`config.mk`:
```
export PLATFORM = sky130hd
export DESIGN_NAME = instr_encoder
export DESIGN_NICKNAME = d
export VERILOG_FILES = /design/src/rtl/instr_enc_pkg.sv /design/src/rtl/instr_enc_fifo.sv /design/src/rtl/instr_encoder.sv
export SDC_FILE = /design/constraint.sdc
export NUM_CORES = 1
export LEC_CHECK = 0
export CAP_MARGIN = 5
export CORE_ASPECT_RATIO = 0.5
export CORE_MARGIN = 2
export CORE_UTILIZATION = 51
export DETAILED_ROUTE_END_ITERATION = 10
export GPL_ROUTABILITY_DRIVEN = 0
export PLACE_DENSITY = 0.79
export SLEW_MARGIN = 10
export SYNTH_ARGS = -nofsm -noshare
export SYNTH_HDL_FRONTEND = slang
export SYNTH_SLANG_ARGS = --single-unit
```
`constraint.sdc`:
```
create_clock -name clk_i -period 8.2 [get_ports clk_i]
set_input_delay 2.46 -clock clk_i [delete_from_list [all_inputs] [get_ports clk_i]]
set_output_delay 2.46 -clock clk_i [all_outputs]
set_load 0.01 [all_outputs]
```
`src/rtl/instr_enc_pkg.sv`:
```
// Shared encodings for the instruction encoder. INSTR_ENC_RANGE_CHECK_EN adds a
// per-entry immediate range-error bit to the buffered word.
package instr_enc_pkg;

  typedef enum logic [1:0] {
    FMT_R = 2'd0,
    FMT_I = 2'd1,
    FMT_S = 2'd2,
    FMT_B = 2'd3
  } fmt_e;

  localparam logic [6:0] OP_R      = 7'b0110011;
  localparam logic [6:0] OP_IMM    = 7'b0010011;
  localparam logic [6:0] OP_STORE  = 7'b0100011;
  localparam logic [6:0] OP_BRANCH = 7'b1100011;

  localparam int INSTR_W = 32;
`ifdef INSTR_ENC_RANGE_CHECK_EN
  localparam int ERR_W = 1;
`else
  localparam int ERR_W = 0;
`endif

  // Buffered entry = {err (when enabled), addr, instr}
  function automatic int entry_w(input int addr_w);
    return INSTR_W + addr_w + ERR_W;
  endfunction

endpackage

```
`src/rtl/instr_enc_fifo.sv`:
```
// Generic synchronous FIFO with occupancy count, sync flush and async active-high reset.
module instr_enc_fifo #(
  parameter int DEPTH = 2,
  parameter int W     = 65,
  localparam int PTR_W = $clog2(DEPTH),
  localparam int CNT_W = $clog2(DEPTH) + 1
) (
  input  logic             clk_i,
  input  logic             rst_i,
  input  logic             flush_i,
  input  logic             push_i,
  input  logic [W-1:0]     data_i,
  input  logic             pop_i,
  output logic [W-1:0]     data_o,
  output logic             valid_o,
  output logic [CNT_W-1:0] count_o
);

  logic [DEPTH-1:0][W-1:0] mem_q;
  logic [PTR_W-1:0]        wr_q, rd_q;
  logic [CNT_W-1:0]        cnt_q, cnt_d;

  assign cnt_d = cnt_q + CNT_W'(push_i) - CNT_W'(pop_i);

  // Storage is reset so the head reads zero until the first word lands
  always_ff @(posedge clk_i or posedge rst_i) begin
    if (rst_i) begin
      mem_q <= '0;
      wr_q  <= '0;
      rd_q  <= '0;
      cnt_q <= '0;
    end else if (flush_i) begin
      wr_q  <= '0;
      rd_q  <= '0;
      cnt_q <= '0;
    end else begin
      if (push_i) begin
        mem_q[wr_q] <= data_i;
        wr_q        <= wr_q + PTR_W'(1);
      end
      if (pop_i) rd_q <= rd_q + PTR_W'(1);
      cnt_q <= cnt_d;
    end
  end

  assign data_o  = mem_q[rd_q];
  assign valid_o = (cnt_q != '0);
  assign count_o = cnt_q;

endmodule

```
`src/rtl/instr_encoder.sv`:
```
// Packs R/I/S/B instruction fields into RV32 words tagged with an imem byte address.
// Define INSTR_ENC_RANGE_CHECK_EN to flag immediates that do not fit in 12 signed bits.
module instr_encoder
  import instr_enc_pkg::*;
#(
  parameter int              DEPTH     = 2,
  parameter int              ADDR_W    = 32,
  parameter logic [ADDR_W-1:0] BASE_ADDR = '0
) (
  input  logic              clk_i,
  input  logic              rst_i,
  input  logic              flush_i,
  input  logic              in_valid_i,
  output logic              in_ready_o,
  input  logic [1:0]        fmt_i,
  input  logic [6:0]        opcode_i,
  input  logic [4:0]        rd_i,
  input  logic [4:0]        rs1_i,
  input  logic [4:0]        rs2_i,
  input  logic [2:0]        funct3_i,
  input  logic [6:0]        funct7_i,
  input  logic [31:0]       imm_i,
  output logic              out_valid_o,
  input  logic              out_ready_i,
  output logic [31:0]       instr_o,
  output logic [ADDR_W-1:0] addr_o,
  output logic              err_o
);

  localparam int ENTRY_W = entry_w(ADDR_W);
  localparam int CNT_W   = $clog2(DEPTH) + 1;

  logic [31:0]        word_d;
  logic [ADDR_W-1:0]  addr_q, addr_d;
  logic [CNT_W-1:0]   count;
  logic               push, pop;
  logic [ENTRY_W-1:0] wr_entry, rd_entry;

  always_comb begin
    word_d = '0;
    case (fmt_e'(fmt_i))
      FMT_R: word_d = {funct7_i, rs2_i, rs1_i, funct3_i, rd_i, opcode_i};
      FMT_I: word_d = {imm_i[11:0], rs1_i, funct3_i, rd_i, opcode_i};
      FMT_S: word_d = {imm_i[11:5], rs2_i, rs1_i, funct3_i, imm_i[4:0], opcode_i};
      // imm_i is already the halfword offset, so bit n here is byte-offset bit n+1
      FMT_B: word_d = {imm_i[11], imm_i[9:4], rs2_i, rs1_i, funct3_i, imm_i[3:0],
                       imm_i[10], opcode_i};
      default: word_d = '0;
    endcase
  end

  // Full FIFO never accepts, even if the head is popping this cycle
  assign in_ready_o = (count < CNT_W'(DEPTH)) & ~flush_i;
  assign push       = in_valid_i & in_ready_o;
  assign pop        = out_valid_o & out_ready_i;

  always_comb begin
    addr_d = addr_q;
    if (flush_i)   addr_d = BASE_ADDR;
    else if (push) addr_d = addr_q + ADDR_W'(4);
  end

  always_ff @(posedge clk_i or posedge rst_i) begin
    if (rst_i) addr_q <= BASE_ADDR;
    else       addr_q <= addr_d;
  end

`ifdef INSTR_ENC_RANGE_CHECK_EN
  logic range_err;
  assign range_err = (fmt_e'(fmt_i) != FMT_R) &&
                     (imm_i != {{20{imm_i[11]}}, imm_i[11:0]});
  assign wr_entry  = {range_err, addr_q, word_d};
  assign err_o     = rd_entry[ENTRY_W-1];
`else
  logic unused_imm_hi;
  assign unused_imm_hi = ^imm_i[31:12];
  assign wr_entry      = {addr_q, word_d};
  assign err_o         = 1'b0;
`endif

  assign instr_o = rd_entry[31:0];
  assign addr_o  = rd_entry[32 +: ADDR_W];

  instr_enc_fifo #(.DEPTH(DEPTH), .W(ENTRY_W)) u_fifo (
    .clk_i   (clk_i),
    .rst_i   (rst_i),
    .flush_i (flush_i),
    .push_i  (push),
    .data_i  (wr_entry),
    .pop_i   (pop),
    .data_o  (rd_entry),
    .valid_o (out_valid_o),
    .count_o (count)
  );

endmodule

```
==> results <==
- The flow ran to the end, and the final reports show no timing, DRC or antenna violations.
- Entering global routing, the biggest net connects 106 pins.
- The total clock buffers created by CTS is 17.
- The critical path launch point is flush_i.
- The share of post-route cells with drive strength above 1 is 13.1%.
- For this run, the total global-route usage over all layers was measured as 22.6%.
- The maximum clock skew at final layout is 0.00864 ns.
- The wire length of the first global-routing pass is 28900 um.
- Summing over every cut layer, the via total after detailed routing is 5873.
- 0 antenna diodes ended up in the layout.
- Setup repair after global routing left no endpoint under its margin.
- The floorplan step set the die height to 89.8 um.
- For this run, the detailed router's first-pass iteration total came to 5.
- The tree is rooted in a sky130_fd_sc_hd__clkbuf_16.
- At the pin with the least slew margin, the transition time is 1.00 ns.
- Once the clock tree was built, the resizer swapped 0 gates to a different size.
- In the routed layout, each cell is associated on average with a via count of 5.32.
- The end of the worst register-to-register path is u_fifo.mem_q[95].
- The required time at the endpoint of the critical path is 5.74 ns.
- The arrival time at the worst endpoint is 3.84 ns.
- The share of synthesized area occupied by flip-flops and latches is 52.7%.
- The initialized floorplan defines 31 standard-cell rows.
- TritonCTS built the clock tree.
- Setup slack on the critical path of the routed design comes to 1.90 ns.
- Summing internal, switching and leakage power gives 2.59 mW.
- The start point of the worst hold path is u_fifo.mem_q[98].
- The yosys synthesis warning count is 0.
- The count of maximum capacitance violations is 0.
- In this run the mean area of a mapped cell was 9.35 um2.
- The number of cells on the worst reg-to-reg path is 6.
- The worst setup slack for register-to-register paths is 5.76 ns.
- Along the worst hold path, the cell count comes to 2.
- For this block, the routed nets add up to 17200 um of wire.
- The total half-perimeter wirelength after legalization and detailed placement is 11000 um.
- The startpoint type of the worst setup path is a primary input.
- The H-tree was split into 4 levels.
- In this run, the number of DRC markers left after iteration 0 of detailed routing was 453.
- The beginning of the worst register-to-register path is u_fifo.count_o[1].
- The buffer levels on the longest clock path is 2.
- Setup violations remaining at the end of the flow were counted as 0.
- The worst setup path is of the in -> out kind.
- In this run the post-CTS setup repair buffer count came out at 0.
- The worst hold path belongs to the class reg -> reg.
- The final standard cell count with taps included and fillers excluded is 1103.
- The register clock-pin slew on the reported worst setup and hold paths is 0.06 ns.
- The count of state elements after synthesis is 158.
- The number of antenna violations at the first check in global routing came to 0.
- The path with the worst hold slack has its endpoint at u_fifo.mem_q[98].
- After layout, the minimum clock period comes to 6.30 ns.
- The horizontal die dimension is 176 um.
- Headroom to the max-slew limit came out at 33.2%.
- The top cell types in the final layout, fill and taps aside, are sky130_fd_sc_hd__nand2_1, sky130_fd_sc_hd__dfrtp_1, sky130_fd_sc_hd__clkdlybuf4s50_1, sky130_fd_sc_hd__mux2_2, sky130_fd_sc_hd__o21ai_0.
- Leaving out fill and tap cells, the most frequent cell in the layout is sky130_fd_sc_hd__nand2_1.
- The number of hold violations in the final report came to 0.
- The unique cell type count in the Yosys netlist is 39.
- In this run the remaining antenna-violating nets after routing total 0.
- Clock tree synthesis found a total of 158 sinks.
- The die covers 15800 um2.
- The number of buffer cells added on primary ports is 114.
- Power spread over the standard cell area amounts to 278 nW/um2.
- The source-to-sink clock delay at the later pin of the worst-skew pair is 0.41 ns.
- 138 I/O pins were placed.
- The total area inside the core boundary comes to 14400 um2.
- The total negative setup slack is 0 ns.
- In this run, placement finished with an instance count of 1071.
- Timing analysis after detailed placement gives a worst setup slack of 1.91 ns.
- The sort of element at the end of the critical path is a primary output.
- The peak fanout along the critical path is 37.
- The part of the cycle the worst path needs is 76.9%.
- Across the VDD grid, the largest voltage drop is 0.000156 V.
- The number of global-route vias before repair is 5970.
- At the end of the flow, the number of nets in the layout was 966.
- For this run, design rule violations remaining after detail routing come to 0.
- The total overflow left after global routing is 0.
- The summed instance area of the synthesized netlist is 7500 um2.
- For this run, the share of the core covered by cells in the final layout is 64.6%.
- The number of max-slew violations in the final report is 0.
- After technology mapping, the gate count stands at 802.
- The hold-fix buffer count after cts is 0.
- Derived from the worst setup path, the maximum achievable clock frequency is 0.159 GHz.
- Summed over all cells, the static leakage comes to 4.57 nW.
- Dividing the detail-routed wire length by the instance count gives 15.6 um.
- The post-synthesis to final-layout area growth is 24.2%.
- The effective utilization at floorplan is 52.0%.
worst max-delay path by stage:
stage                       endpoint  slack [ns]  cells after the start
final                     in_ready_o        1.90                      4
after floorplan           addr_q[10]        1.48                      1
after CTS                 in_ready_o        1.89                      4
after global routing      in_ready_o        1.86                      4
after detailed placement  in_ready_o        1.91                      4
after global placement    in_ready_o        1.89                      4
registers in the layout, summed over array words and instances, names as in the netlist:
| register | count |
|---|---|
| u_fifo.count_o | 2 |
| addr_q | 30 |
| u_fifo.rd_q | 1 |
| u_fifo.mem_q | 124 |
| u_fifo.wr_q | 1 |
per-stage QoR:
step | hold slack [ns] | area (um2)
floorplan | 0.440 | 7510
global placement | 0.451 | 8730
detailed placement | 0.457 | 8730
CTS | 0.474 | 9320
global route | 0.489 | 9320
finish | 0.472 | 9320
critical path, cell delays in order:
cell                              delay, ns
sky130_fd_sc_hd__clkdlybuf4s50_1       0.47
sky130_fd_sc_hd__buf_4                 0.34
sky130_fd_sc_hd__nor2_1                0.08
sky130_fd_sc_hd__clkdlybuf4s50_1       0.49
cells in the mapped netlist, drive strengths merged:
| master | number | share of area, % |
|---|---|---|
| a21o | 1 | 0.10 |
| a21oi | 11 | 0.73 |
| a31o | 1 | 0.12 |
| a31oi | 1 | 0.083 |
| and2 | 7 | 0.58 |
| and3 | 4 | 0.33 |
| and4 | 6 | 0.70 |
| buf | 16 | 1.3 |
| clkbuf | 36 | 1.8 |
| conb | 1 | 0.050 |
| dfrtp | 158 | 53 |
| ha | 3 | 0.50 |
| inv | 5 | 0.25 |
| mux2 | 69 | 10 |
| mux2i | 29 | 3.9 |
| nand2 | 311 | 16 |
| nand2b | 15 | 1.3 |
| nand3 | 10 | 0.67 |
| nand4 | 15 | 1.3 |
| nand4b | 1 | 0.12 |
| nor2 | 25 | 1.3 |
| nor2b | 4 | 0.33 |
| nor3 | 4 | 0.33 |
| nor4 | 2 | 0.37 |
| o21ai | 48 | 3.2 |
| or2 | 1 | 0.083 |
| or3 | 4 | 0.33 |
| or3b | 1 | 0.15 |
| or4 | 1 | 0.10 |
| xnor2 | 5 | 0.58 |
| xor2 | 7 | 0.82 |
final cells by class:
| type | count | area, um2 |
|---|---|---|
| clock buffer | 18 | 429 |
| clock inverter | 14 | 158 |
| fill | 1158 | 5110 |
| inverter | 5 | 23.8 |
| multi-input combinational | 589 | 3310 |
| sequential | 158 | 3960 |
| tap | 198 | 248 |
| timing repair buffer | 121 | 1190 |
where the power goes:
| group | total, mW | internal [mW] | leakage [nW] | switching [mW] |
|---|---|---|---|---|
| Clock | 0.788 | 0.455 | 0.279 | 0.334 |
| Combinational | 0.738 | 0.400 | 2.19 | 0.339 |
| Sequential | 1.06 | 0.948 | 2.10 | 0.112 |
cell families (layout without fill, tap and decap cells):
group / Yosys count / after routing / share of synthesized area [%]
xor gates and xnor gates: 12 / 12 / 1.40
other: 1 / 3 / 0.0500
buffers and inverters: 57 / 158 / 3.39
and+or+nand+nor: 411 / 411 / 23.5
AOI/OAI and AO/OA: 62 / 62 / 4.24
DFF: 158 / 158 / 52.7
muxes: 98 / 98 / 14.2
adders and majority gates: 3 / 3 / 0.500
metal layers:
layer | up-vias | track usage, % | routed length (um)
li1 | 2801 | - | -
met1 | 2913 | 29.4 | 7730
met2 | 137 | 38.3 | 8380
met3 | 22 | 4.36 | 816
met4 | 0 | 7.71 | 243
met5 | - | 0 | 0
No activity file was read; power rests on OpenSTA's default activity.
